$ cat config.mk
export PLATFORM = sky130hd
export DESIGN_NAME = mem_port_arbiter
export DESIGN_NICKNAME = d
export VERILOG_FILES = /design/src/rtl/mem_port_arbiter.sv
export SDC_FILE = /design/constraint.sdc
export NUM_CORES = 1
export LEC_CHECK = 0
export ABC_AREA = 0
export BUFFER_PORTS_ARGS = -buffer_cell sky130_fd_sc_hd__buf_2
export CAP_MARGIN = 20
export CORE_UTILIZATION = 35
export DETAILED_ROUTE_END_ITERATION = 6
export PLACE_DENSITY = 0.78
export SLEW_MARGIN = 20
export SYNTH_ARGS = -nofsm -noshare
export SYNTH_HDL_FRONTEND = slang
export SYNTH_SLANG_ARGS = --single-unit
$ cat constraint.sdc
create_clock -name clk -period 1.9 [get_ports clk]
set_input_delay 0.38 -clock clk [delete_from_list [all_inputs] [get_ports clk]]
set_output_delay 0.38 -clock clk [all_outputs]
set_load 0.05 [all_outputs]
$ cat src/rtl/mem_port_arbiter.sv
// Arbitrates the shared instruction/data memory between fetch and load/store,
// routes one-cycle-latency read data back to the issuing port, and counts grants/conflicts.
module mem_port_arbiter #(
  parameter int ADDR_W   = 9,
  parameter int DATA_W   = 32,
  parameter int MAX_WAIT = 4,
  parameter int CNT_W    = 16
) (
  input  logic              clk,
  input  logic              rst_n,
  input  logic              if_req,
  input  logic [ADDR_W-1:0] if_addr,
  input  logic              if_flush,
  output logic              if_gnt,
  output logic              if_rvalid,
  output logic [DATA_W-1:0] if_rdata,
  input  logic              d_req,
  input  logic              d_we,
  input  logic [ADDR_W-1:0] d_addr,
  input  logic [DATA_W-1:0] d_wdata,
  output logic              d_gnt,
  output logic              d_rvalid,
  output logic [DATA_W-1:0] d_rdata,
  output logic              mem_en,
  output logic              mem_we,
  output logic [ADDR_W-1:0] mem_addr,
  output logic [DATA_W-1:0] mem_wdata,
  input  logic [DATA_W-1:0] mem_rdata,
  output logic [CNT_W-1:0]  if_gnt_cnt,
  output logic [CNT_W-1:0]  d_gnt_cnt,
  output logic [CNT_W-1:0]  conf_cnt
);

  localparam int WAIT_W = $clog2(MAX_WAIT + 1);

  // Handshake: a requester raises req with its address/data stable; the access
  // happens in the cycle gnt is high; reads return rvalid/rdata exactly one cycle later.
  typedef enum logic [1:0] {IDLE, RESP_IF, RESP_D} resp_state_e;

  resp_state_e       state_q, state_d;
  logic [WAIT_W-1:0] wait_cnt;
  logic              fetch_pri;

  // Fetch overtakes data only once it has been denied MAX_WAIT cycles in a row.
  assign fetch_pri = (wait_cnt == WAIT_W'(MAX_WAIT));
  assign if_gnt    = rst_n & if_req & (~d_req | fetch_pri);
  assign d_gnt     = rst_n & d_req & ~(if_req & fetch_pri);

  assign mem_en    = if_gnt | d_gnt;
  assign mem_we    = d_gnt & d_we;
  assign mem_wdata = d_gnt ? d_wdata : '0;

  always_comb begin
    mem_addr = '0;
    if (if_gnt)     mem_addr = if_addr;
    else if (d_gnt) mem_addr = d_addr;
  end

  always_ff @(posedge clk or negedge rst_n) begin
    if (!rst_n) begin
      wait_cnt <= '0;
    end else if (!if_req || if_gnt) begin
      wait_cnt <= '0;
    end else if (!fetch_pri) begin
      wait_cnt <= wait_cnt + WAIT_W'(1);
    end
  end

  always_ff @(posedge clk or negedge rst_n) begin
    if (!rst_n) state_q <= IDLE;
    else        state_q <= state_d;
  end

  always_comb begin
    state_d = IDLE;
    if (if_gnt)             state_d = RESP_IF;
    else if (d_gnt && !d_we) state_d = RESP_D;
  end

  // A taken branch kills the fetch response in flight without touching data.
  assign if_rvalid = (state_q == RESP_IF) & ~if_flush;
  assign if_rdata  = if_rvalid ? mem_rdata : '0;
  assign d_rvalid  = (state_q == RESP_D);
  assign d_rdata   = d_rvalid ? mem_rdata : '0;

  always_ff @(posedge clk or negedge rst_n) begin
    if (!rst_n) begin
      if_gnt_cnt <= '0;
      d_gnt_cnt  <= '0;
      conf_cnt   <= '0;
    end else begin
      if (if_gnt)          if_gnt_cnt <= if_gnt_cnt + CNT_W'(1);
      if (d_gnt)           d_gnt_cnt  <= d_gnt_cnt + CNT_W'(1);
      if (if_req && d_req) conf_cnt   <= conf_cnt + CNT_W'(1);
    end
  end

endmodule
Word level (Yosys, flattened, before mapping)
Cells that the tools add are included. Widths: inputs -> output; s select.

Add/sub/neg operators: 4. Equality and inequality tests: 4. Multiplexer cells: 9. Bitwise logic cells: 12. Reductions and logical operators: 5.

Operators with widths (number): $mux 32 (3); $add 16x1->16 const B (3); $mux 9 (2); $and 1x1->1 (7); $mux 3 (2); $mux 2 (2); $add 3x1->3 const B (1); $eq 3x3->1 const B (1); $not 1->1 (3); $eq 2x1->1 const B (1); $eq 2x2->1 const B (1); $logic_and 1x1->1 (2); $logic_not 1->1 (2); $ne 2x1->1 const B (1); $or 1x1->1 (2); $logic_or 1x1->1 (1).

Register bits after elaboration: 53. Bits of input ports: 88. Logic and storage cells: 39.

Depth between registers and ports, before layout
Word-level depth: 7. Mapped depth: 8. Gate-level depth less buffers: 7.

Least setup slack after synthesis
Ideal clock, no wire load.

Path kind: flip-flop to output port. Start point: register wait_cnt[0]. End point: output mem_addr[1]. Data arrival time: 1.883 ns. Path slack: -0.363 ns. Stages on the path, launching flop included: 8. Path through: dfrtp_1 > inv_1 > ha_1 > nand2_2 > a21o_2 > inv_1 > buf_4 > a22o_1.

Elaborated cells on any way between the ends: 8. Classes of those cells: eq/ne: 1; mux: 2; bitwise: 5.

RTL lines: from (decl) (RTL line 41) `logic [WAIT_W-1:0] wait_cnt;`; from (signal assigned) (RTL line 65) `wait_cnt <= wait_cnt + WAIT_W'(1);`; $eq 3x3->1 (RTL line 45) `assign fetch_pri = (wait_cnt == WAIT_W'(MAX_WAIT));`; $or 1x1->1 (RTL line 46) `assign if_gnt = rst_n & if_req & (~d_req | fetch_pri);`; $and 1x1->1 (RTL line 46); net if_gnt (RTL line 14) `output logic if_gnt,`; $mux 9 (RTL line 55) `if (if_gnt) mem_addr = if_addr;`; to (decl) (RTL line 26) `output logic [ADDR_W-1:0] mem_addr,`.

The timed path passes the listed nets, and every way through them passes these cells.

Worst setup path in the final report
Start point: register wait_cnt[0]. End point: output mem_wdata[0].

Longest elaborated chain between the ends: 5.

Ends and longest elaborated chain: $eq 3x3->1 (RTL line 45); $and 1x1->1 (RTL line 47) `assign d_gnt = rst_n & d_req & ~(if_req & fetch_pri);`; $not 1->1 (RTL line 47); $and 1x1->1 (RTL line 47); $mux 32 (RTL line 51) `assign mem_wdata = d_gnt ? d_wdata : '0;`; to (decl) (RTL line 27) `output logic [DATA_W-1:0] mem_wdata,`.

Every way passes these cells.

==> flow_summary.ini <==
[sta]
timing_worst_slew_pin_value_ps = 379
layout_setup_ws_ps = -275
timing_hold_violations_final = 0
timing.max_slew.rel_slack_pct = 74.7
timing.clock.skew_ps = 2.15
grt_setup_unrepaired = yes
finalSetupViolations = 65
finalCritPeriodShare_pct = 114
post-route-min-period_ps = 2180
timing.fmax_ghz = 0.460
maxSlewViolCount = 0

[floorplan]
fp.dieW_um = 98
core_region_area_mm2 = 0.00881
initial_utilization_pct = 36.6
die_area_mm2 = 0.00960
floorplan.die.height_um = 98
placementRows = 34
io_pins = 247

[setup_path]
crit_path_max_incr_delay_ps = 380
cp_data_arrival_time_ps = 1800
cp-start-kind = register
end_kind = primary output
critical_path_cell_sequence = inv_2 -> ha_4 -> and3_4 -> nor2_4 -> clkbuf_16 -> and2_2 -> buf_6
critical_path_required_ps = 1520
crit_type = reg -> out
critPathMaxFanout = 21
timing.critical_path.slowest_stage_cell = sky130_fd_sc_hd__dfrtp_1

[cells_and_area]
fill_cells = 635
design_area_mm2 = 0.00603
area.growth.synth_to_final_pct = 87.0
layout_cells_sized_above_1_pct = 64.0
nets = 695
utilization_pct = 68.5

[power]
total_power_per_unit_cell_area_mw_per_mm2 = 699
power_leakage_nw = 3.16
worst_ir_drop_vdd_mv = 0.659

[route]
drtPass1Iterations = 7
vias_per_cell = 4.91
drt-wirelength-per-cell_um = 17.1
final_antenna_net_count = 0
vias = 3495
postRouteWirelength_mm = 12.2
first_iter_violations = 97
number_of_remaining_drc_errors = 13

[placed_design]
globalplace.congestion = 0.848
place.port_buffers = 246
postPlaceCellArea_mm2 = 0.00489
place_worst_setup_slack_ps = -87.6
hpwlAfterDp_mm = 8.17

[global_routing]
global_route.usage.total_pct = 22.4
grt.overflow.total = 0
grt_first_pass_wirelength_mm = 17.1
first_global_vias = 3432
antenna_found_initial = 1
grt_start_max_net_pins = 43

[logic_synthesis]
synth_sequential_area_ratio_pct = 41.1
postSynthAreaPerCell_um2 = 9.83
synth_cells = 328
postSynthNetCount = 421
synth.lib_cells_used.distinct = 38
yosys_warnings = 0
postSynthRegisterBits = 53
total_standard_cell_area_after_synthesis_mm2 = 0.00323

[cts]
postCtsHoldBufs = 0
htree_num_levels = 2
cts.sink_count = 53
clkTransAtPathRegs_ps = 90
cts.path.max_buffers = 2
clkLatencyLatePin_ps = 300
tritoncts.num_buffers = 5
cts.root.buffer_cell = sky130_fd_sc_hd__clkbuf_8
tritoncts_clock_tree = built

[worst_hold_path]
hold_path_class = in -> async

[run_status]
failed_checks = design-rule violations, negative setup slack
outcome = complete, but fails checks

[flow_run]
max-cap-violations = 0
sequential cells by signal, indices dropped and copies added, names as in the netlist:
signal      cells
d_gnt_cnt      16
conf_cnt       16
state_q         2
wait_cnt        3
if_gnt_cnt     16
power by group:
group	internal [mW]	switching (mW)	total [mW]	leakage, nW
registers	1.31	0.263	1.57	0.707
clock network	0.330	0.371	0.701	0.0542
logic	0.639	1.31	1.95	2.40
total	2.28	1.94	4.22	3.16
critical path, delay by kind of cell, from the launching register on:
family        cells  cell delay, ps
fa+ha+maj         1             170
simple gates      3             500
flops             1             380
buf+inv           3             430
final timing paths:
check	slack, ps	depth (start not counted)	startpoint	end
hold / removal	90	2	rst_n	if_gnt_cnt[15]
setup / recovery	-280	7	wait_cnt[0]	mem_wdata[0]
setup reg to reg	140	8	wait_cnt[0]	d_gnt_cnt[11]
max in group asynchronous	1500	2	rst_n	d_gnt_cnt[12]
hold reg to reg	470	1	conf_cnt[15]	conf_cnt[15]
min in group clk	250	2	d_we	state_q[1]
cells in the final DEF (no fill, tap or decap), types with 2 or more instances in the layout:
master | Yosys | routed
sky130_fd_sc_hd__and2_2 | 0 | 14
sky130_fd_sc_hd__and2_1 | 98 | 33
sky130_fd_sc_hd__o21ai_0 | 2 | 2
sky130_fd_sc_hd__buf_8 | 0 | 48
sky130_fd_sc_hd__dfrtp_1 | 53 | 53
sky130_fd_sc_hd__xnor2_1 | 29 | 29
sky130_fd_sc_hd__buf_6 | 3 | 27
sky130_fd_sc_hd__nand4_1 | 9 | 9
sky130_fd_sc_hd__and3_1 | 7 | 7
sky130_fd_sc_hd__nor3_1 | 4 | 4
sky130_fd_sc_hd__nor2_1 | 9 | 9
sky130_fd_sc_hd__clkbuf_4 | 0 | 3
sky130_fd_sc_hd__mux2_2 | 2 | 2
sky130_fd_sc_hd__a2111oi_4 | 2 | 2
sky130_fd_sc_hd__xor2_1 | 16 | 16
sky130_fd_sc_hd__nor3_2 | 2 | 2
sky130_fd_sc_hd__inv_2 | 0 | 2
sky130_fd_sc_hd__buf_12 | 0 | 9
sky130_fd_sc_hd__buf_4 | 1 | 47
sky130_fd_sc_hd__clkbuf_16 | 0 | 4
sky130_fd_sc_hd__a22o_4 | 0 | 7
sky130_fd_sc_hd__and4_1 | 3 | 3
sky130_fd_sc_hd__a22o_2 | 0 | 2
sky130_fd_sc_hd__ha_1 | 5 | 4
sky130_fd_sc_hd__nand3_1 | 19 | 19
sky130_fd_sc_hd__nand2_1 | 22 | 22
sky130_fd_sc_hd__clkbuf_8 | 0 | 7
sky130_fd_sc_hd__nand4_2 | 2 | 2
sky130_fd_sc_hd__and2_4 | 0 | 51
sky130_fd_sc_hd__buf_2 | 2 | 143
layout make-up:
class | instances | area (um^2) | area share (%)
diodes | 1 | 2.50 | 0.0415
clock buffers | 7 | 96.3 | 1.60
clock inverters | 1 | 5.00 | 0.0830
inverters | 4 | 22.5 | 0.373
multi-input cells | 257 | 2050 | 34.0
flip-flops and latches | 53 | 1330 | 22.0
well taps | 108 | 135 | 2.24
repair buffers | 281 | 2400 | 39.7
stage by stage:
stage | hold WS (ps) | cells | total power [mW] | TNS, ps
3_5_place_dp | 409 | 685 | 3.35 | -1030
2_1_floorplan | 84.4 | 328 | 2.80 | -2240
6_report | 91.0 | 712 | 4.22 | -11030
4_1_cts | 73.2 | 701 | 4.15 | -9250
5_1_grt | 92.4 | 712 | 4.40 | -16180
3_3_place_gp | 409 | 685 | 3.30 | -41.8
cells in the mapped netlist:
library cell                number  area (um^2)
sky130_fd_sc_hd__and4_1          3         26.3
sky130_fd_sc_hd__a21o_2          1         8.76
sky130_fd_sc_hd__and3_4          1         11.3
sky130_fd_sc_hd__dfrtp_1        53         1330
sky130_fd_sc_hd__clkbuf_1        8         30.0
sky130_fd_sc_hd__nor3_2          2         20.0
sky130_fd_sc_hd__mux2i_1         1         10.0
sky130_fd_sc_hd__xnor2_1        29          254
sky130_fd_sc_hd__nand2_2         2         12.5
sky130_fd_sc_hd__nand3_1        19         95.1
sky130_fd_sc_hd__nor4_1          1         6.26
sky130_fd_sc_hd__nand4_2         2         25.0
sky130_fd_sc_hd__and2_1         98          613
sky130_fd_sc_hd__o21a_1          1         7.51
sky130_fd_sc_hd__or2b_1          1         7.51
sky130_fd_sc_hd__a22o_1          9         78.8
sky130_fd_sc_hd__nor2_4          1         11.3
sky130_fd_sc_hd__o21ai_0         2         10.0
sky130_fd_sc_hd__nand3_2         1         10.0
sky130_fd_sc_hd__nor2b_1         2         12.5
sky130_fd_sc_hd__nor2_1          9         33.8
sky130_fd_sc_hd__buf_6           3         33.8
sky130_fd_sc_hd__nor3_1          4         20.0
sky130_fd_sc_hd__o31a_1          1         8.76
sky130_fd_sc_hd__mux2_2          2         22.5
sky130_fd_sc_hd__nor3_4          1         16.3
sky130_fd_sc_hd__and3_1          7         43.8
sky130_fd_sc_hd__buf_4           1         7.51
sky130_fd_sc_hd__nand4_1         9         56.3
sky130_fd_sc_hd__nor3b_1         1         7.51
sky130_fd_sc_hd__nand2_1        22         82.6
sky130_fd_sc_hd__ha_1            5         62.6
sky130_fd_sc_hd__nor4_4          1         21.3
sky130_fd_sc_hd__buf_2           2         10.0
sky130_fd_sc_hd__xor2_1         16          140
sky130_fd_sc_hd__nor4_2          1         12.5
sky130_fd_sc_hd__inv_1           4         15.0
sky130_fd_sc_hd__a2111oi_4       2         55.1
kinds of logic after synthesis:
| group | after synthesis | synth area share (%) |
|---|---|---|
| XOR/XNOR | 45 | 12.2 |
| multiplexers | 3 | 1.01 |
| buffers and inverters | 18 | 2.99 |
| AND/OR/NAND/NOR | 188 | 35.5 |
| flip-flops | 53 | 41.1 |
| adder cells (fa/ha/maj) | 5 | 1.94 |
| AO/OA/AOI/OAI | 16 | 5.24 |
routing by layer:
layer  up-vias  wire length (um)  GRT usage (%)
met5         -                 0              0
met4         0               261           6.29
met3        17               673           4.65
met2       141              6540           40.8
met1      1704              4690           26.5
li1       1633                 -              -
what timing repair did:
| item | in CTS | in global routing |
|---|---|---|
| pin swaps | 4 | 32 |
| resized for setup | 153 | 119 |
| setup buffers | 8 | 7 |
| gates cloned | 0 | 5 |
| setup endpoints to repair | 100 | 106 |
Note: power is estimated with default switching activity, not from simulation.
